### config.mk
export PLATFORM = sky130hd
export DESIGN_NAME = disp_scan_ctrl
export DESIGN_NICKNAME = d
export VERILOG_FILES = /design/src/rtl/disp_scan_ctrl.sv
export SDC_FILE = /design/constraint.sdc
export NUM_CORES = 1
export LEC_CHECK = 0
export ABC_AREA = 1
export BUFFER_PORTS_ARGS = -buffer_cell sky130_fd_sc_hd__buf_2
export CELL_PAD_IN_SITES_DETAIL_PLACEMENT = 0
export CELL_PAD_IN_SITES_GLOBAL_PLACEMENT = 1
export CORE_UTILIZATION = 30
export DETAILED_ROUTE_END_ITERATION = 6
export GPL_TIMING_DRIVEN = 0
export PLACE_DENSITY = 0.73
export SLEW_MARGIN = 10
export SYNTH_ARGS = -nofsm -noshare
export SYNTH_HDL_FRONTEND = slang
export SYNTH_SLANG_ARGS = --single-unit
### constraint.sdc
create_clock -name clk -period 2.33 [get_ports clk]
set_clock_uncertainty 0.1 [all_clocks]
set_input_delay 0.1165 -clock clk [delete_from_list [all_inputs] [get_ports clk]]
set_output_delay 0.1165 -clock clk [all_outputs]
set_load 0.05 [all_outputs]
### src/rtl/disp_scan_ctrl.sv
// disp_scan_ctrl: 4-digit time-multiplexed display scanner.
// Drives digit select/enable with inter-digit blanking.
module disp_scan_ctrl #(
    parameter int ON_TICKS    = 50000,
    parameter int BLANK_TICKS = 1000,
    parameter int CNT_W       = 18
) (
    input  logic       clk,
    input  logic       reset_n,
    input  logic       run,
    input  logic [3:0] digit_en,
    input  logic [3:0] hex0,
    input  logic [3:0] hex1,
    input  logic [3:0] hex2,
    input  logic [3:0] hex3,
    input  logic [3:0] dp_in,
    output logic [1:0] sel,
    output logic       en,
    output logic [3:0] hex_out,
    output logic       dp_out,
    output logic       frame_tick
);

    typedef enum logic [1:0] {IDLE, ON, BLANK} state_t;

    localparam logic [CNT_W-1:0] ON_LAST = CNT_W'(ON_TICKS - 1);
    localparam logic [CNT_W-1:0] BLANK_LAST =
        CNT_W'((BLANK_TICKS > 0) ? BLANK_TICKS - 1 : 0);
    localparam logic HAS_BLANK = (BLANK_TICKS > 0);

    state_t           state, state_n;
    logic [CNT_W-1:0] cnt, cnt_n;
    logic [1:0]       sel_n;
    logic             en_n;
    logic [3:0]       hex_n;
    logic             dp_n;
    logic             wrap;

    // Next state, dwell count, select and registered-output values
    always_comb begin
        state_n = state;
        cnt_n   = cnt;
        sel_n   = sel;
        wrap    = 1'b0;
        unique case (state)
            IDLE: begin
                if (run) begin
                    state_n = ON;
                    cnt_n   = '0;
                    sel_n   = 2'd0;
                end
            end
            ON: begin
                if (!run) begin
                    state_n = IDLE;
                    cnt_n   = '0;
                    sel_n   = 2'd0;
                end else if (cnt == ON_LAST) begin
                    cnt_n = '0;
                    if (HAS_BLANK) begin
                        state_n = BLANK;
                    end else begin
                        sel_n = sel + 2'd1;
                        wrap  = (sel == 2'd3);
                    end
                end else begin
                    cnt_n = cnt + CNT_W'(1);
                end
            end
            BLANK: begin
                if (!run) begin
                    state_n = IDLE;
                    cnt_n   = '0;
                    sel_n   = 2'd0;
                end else if (cnt == BLANK_LAST) begin
                    state_n = ON;
                    cnt_n   = '0;
                    sel_n   = sel + 2'd1;
                    wrap    = (sel == 2'd3);
                end else begin
                    cnt_n = cnt + CNT_W'(1);
                end
            end
            default: begin
                state_n = IDLE;
                cnt_n   = '0;
                sel_n   = 2'd0;
            end
        endcase
        en_n = (state_n == ON) && digit_en[sel_n];
        unique case (sel_n)
            2'd0:    hex_n = hex0;
            2'd1:    hex_n = hex1;
            2'd2:    hex_n = hex2;
            default: hex_n = hex3;
        endcase
        dp_n = dp_in[sel_n];
    end

    // State and output registers with synchronous active-low reset
    always_ff @(posedge clk) begin
        if (!reset_n) begin
            state      <= IDLE;
            cnt        <= '0;
            sel        <= 2'd0;
            en         <= 1'b0;
            hex_out    <= 4'd0;
            dp_out     <= 1'b0;
            frame_tick <= 1'b0;
        end else begin
            state      <= state_n;
            cnt        <= cnt_n;
            sel        <= sel_n;
            en         <= en_n;
            hex_out    <= hex_n;
            dp_out     <= dp_n;
            frame_tick <= wrap;
        end
    end

endmodule

==> metrics.txt <==
vias per cell between 4 and 5; Post-Route Setup TNS 0 ns; final setup fails 0; status complete, no violations; Post-CTS Hold Fix Bufs 0; H-tree depth 2; initial antenna violation count 0; Slew @ Worst Pin ~0.5 ns; gr usage total 15.5%; CTS root buf clkbuf_8; clock latency at the later pin of the worst-skew pair between 0.2 and 0.3 ns; Critical Path RT about 2.4 ns; hold path start hex0[0]; Syn Nets approximately 330; Ports 36; Worst-path clk slew 0.06 ns; Multi-input gate area 1210 um^2; length of the first detailed-routing pass in iterations 4; Primary FF master, synth dfxtp_1; Die X 84.1 um; max_cap viols 0; Storage cell area a little under 600 um^2; CP Max Fanout 10; crit-path cells inv_1 > ha_1 > nand2_1 > clkinvlp_4 > nand2_1 > nand3_2 > nand2_1 > inv_1 > nand2_1 > a21oi_2; Final Max Slew Viols 0; fin area 2380 um^2; Worst setup SP type flop; Yosys warning count 0; worst reg2reg path startpoint state[0]; Rel. slew slack about two thirds; IO Port Bufs 33; Worst Hold Class in -> reg; Tmin final roughly 2.1 ns; DR DRC count 0; Antenna Nets Post-Route 0; number of synthesized flops with an enable pin 0; cell area after technology mapping approximately 2000 um^2; area grow syn2layout 17.6%; post-layout net count 373; post-synthesis sequential area ratio 28.7%; post-DP HPWL slightly below 4 mm; Worst Setup SP state[0]; Fin. Hold Viols 0; most used cell, CP nand2_1; routed length per instance between 10 and 15 um; WS Path Type reg -> reg; 1st-iter DRT viols between 100 and 150; P_leak ~1.1 nW; Worst EP arrival ~2.2 ns; diode count 0; CTS tree yes; vias roughly 2k; asr flop ratio synth 0%; Avg Cell Area, Syn ~6.7 um^2; core area ~6400 um^2; die area around 7100 um^2; Starting Density 31.5%; Layout fillers 684; cts repair resizes 0; #FFs+latches synth 29; share of layout cells above drive strength 1 between 20% and 30%; post-placement cell area around 2300 um^2; TritonCTS Buffers 5; pwr dens ~440 nW/um^2; VDD IR max between 150 and 200 uV; CP max stage delay 0.40 ns; Crit. End Element flop; Syn Inst Count 300; CTS sink cnt 29; row count 29; Chip Height ~84 um; fin crit share around nine tenths; gpl congestion about 0.8; RSZ-0062 raised after global routing no; Fmax roughly 0.47 GHz; Synth cell types 36; Critical-path top delay cell dfxtp_1; GR Overflow Total 0; Setup Buffers After CTS 0; clk buf depth 2; DRT Wirelength 5.10 mm; CP top delay family simple AND/OR/NAND/NOR gates; first-pass GRT wire length slightly below 9 mm; pin count of the biggest net entering global routing 11; WP buf/inv 3; vias in the first global route between 1.5k and 2k
## worst register-to-register path: stages (launching register included)
cell and delay (ns):
dfxtp_1 0.40, inv_1 0.09, ha_1 0.21, nand2_1 0.18, clkinvlp_4 0.27, nand2_1 0.14
nand3_2 0.12, nand2_1 0.21, inv_1 0.11, nand2_1 0.11, a21oi_2 0.05
## layout make-up
type | count | area share, %
Multi-Input combinational cell | 222 | 51.1
Sequential cell | 29 | 24.5
Timing Repair Buffer | 33 | 6.95
Inverter | 40 | 6.85
Tap cell | 77 | 4.05
Clock buffer | 7 | 3.63
Buffer | 9 | 2.95
## sequential cells by signal, summed over array words and instances (netlist names)
| register | cells |
|---|---|
| cnt | 18 |
| dp_out | 1 |
| en | 1 |
| frame_tick | 1 |
| hex_out | 4 |
| sel | 2 |
| state | 2 |
## synth_stat cells (2+ instances only)
library cell | count | area (um^2)
nor2_1 | 15 | 56.3
nand2_1 | 77 | 289
buf_2 | 2 | 10.0
inv_2 | 4 | 15.0
a21oi_1 | 21 | 105
dfxtp_1 | 29 | 581
nand2_2 | 10 | 62.6
nand3b_1 | 6 | 45.0
o21ai_1 | 4 | 20.0
nand3_2 | 2 | 20.0
nand3_1 | 26 | 130
nor4_1 | 2 | 12.5
buf_6 | 4 | 45.0
o21ai_0 | 8 | 40.0
ha_1 | 6 | 75.1
a31oi_1 | 2 | 12.5
clkinv_1 | 3 | 11.3
nand4_1 | 17 | 106
nor3_1 | 3 | 15.0
a21oi_2 | 2 | 17.5
xor2_1 | 3 | 26.3
nor2_2 | 6 | 37.5
clkbuf_1 | 2 | 7.51
inv_1 | 31 | 116
nor3_4 | 2 | 32.5
or2_2 | 3 | 18.8
## cells in the final DEF, fill, tap and decap left out, types with 8 or more instances in the layout
master	n
nand2_2	10
a21oi_1	21
nand3_1	26
nand4_1	17
inv_1	31
o21ai_0	8
dfxtp_1	28
nand2_1	77
buf_2	35
nor2_1	15
## final timing paths
check                     to  slack, ns  cells after the start
hold reg to reg       cnt[1]       0.39                      2
hold / removal    hex_out[0]       0.06                      5
setup / recovery      dp_out       0.21                     10
setup reg to reg      dp_out       0.21                     10
## stage by stage
stage | setup WS, ns | hold slack [ns] | util [%] | instances | power, mW
floorplan | 0.428 | 0.234 | - | 300 | 0.590
global placement | 0.101 | 0.341 | 35.5 | 410 | 0.634
detailed placement | 0.103 | 0.352 | 35.5 | 410 | 0.634
CTS | 0.0909 | 0.0551 | 36.9 | 417 | 1.07
global route | 0.0213 | 0.0786 | 37.0 | 417 | 1.10
finish | 0.212 | 0.0625 | 37.0 | 417 | 1.05
## report_power, final
group          leakage (nW)  total [mW]  switching (mW)  internal [mW]
logic                 0.783       0.115          0.0764         0.0385
clock network        0.0443       0.430           0.196          0.234
registers             0.236       0.508         0.00416          0.504
## metal layers
metal,track usage (%),vias to the layer above,part of all wire (%)
met4,4.08,0,1.2
met3,3.56,6,5.6
li1,-,1065,-
met1,20.5,890,49
met2,25.4,58,44
met5,0,-,0
## cell families (layout without fill, tap and decap cells)
kind of cell    after synthesis  after routing  synth area share, %
compound gates               39             39                 10.4
xor+xnor                      3              3                 1.30
fa+ha+maj                     6              6                 3.72
buf+inv                      49             89                 11.3
flops                        29             29                 28.7
simple gates                174            174                 44.5
No activity file was read; power rests on OpenSTA's default activity.
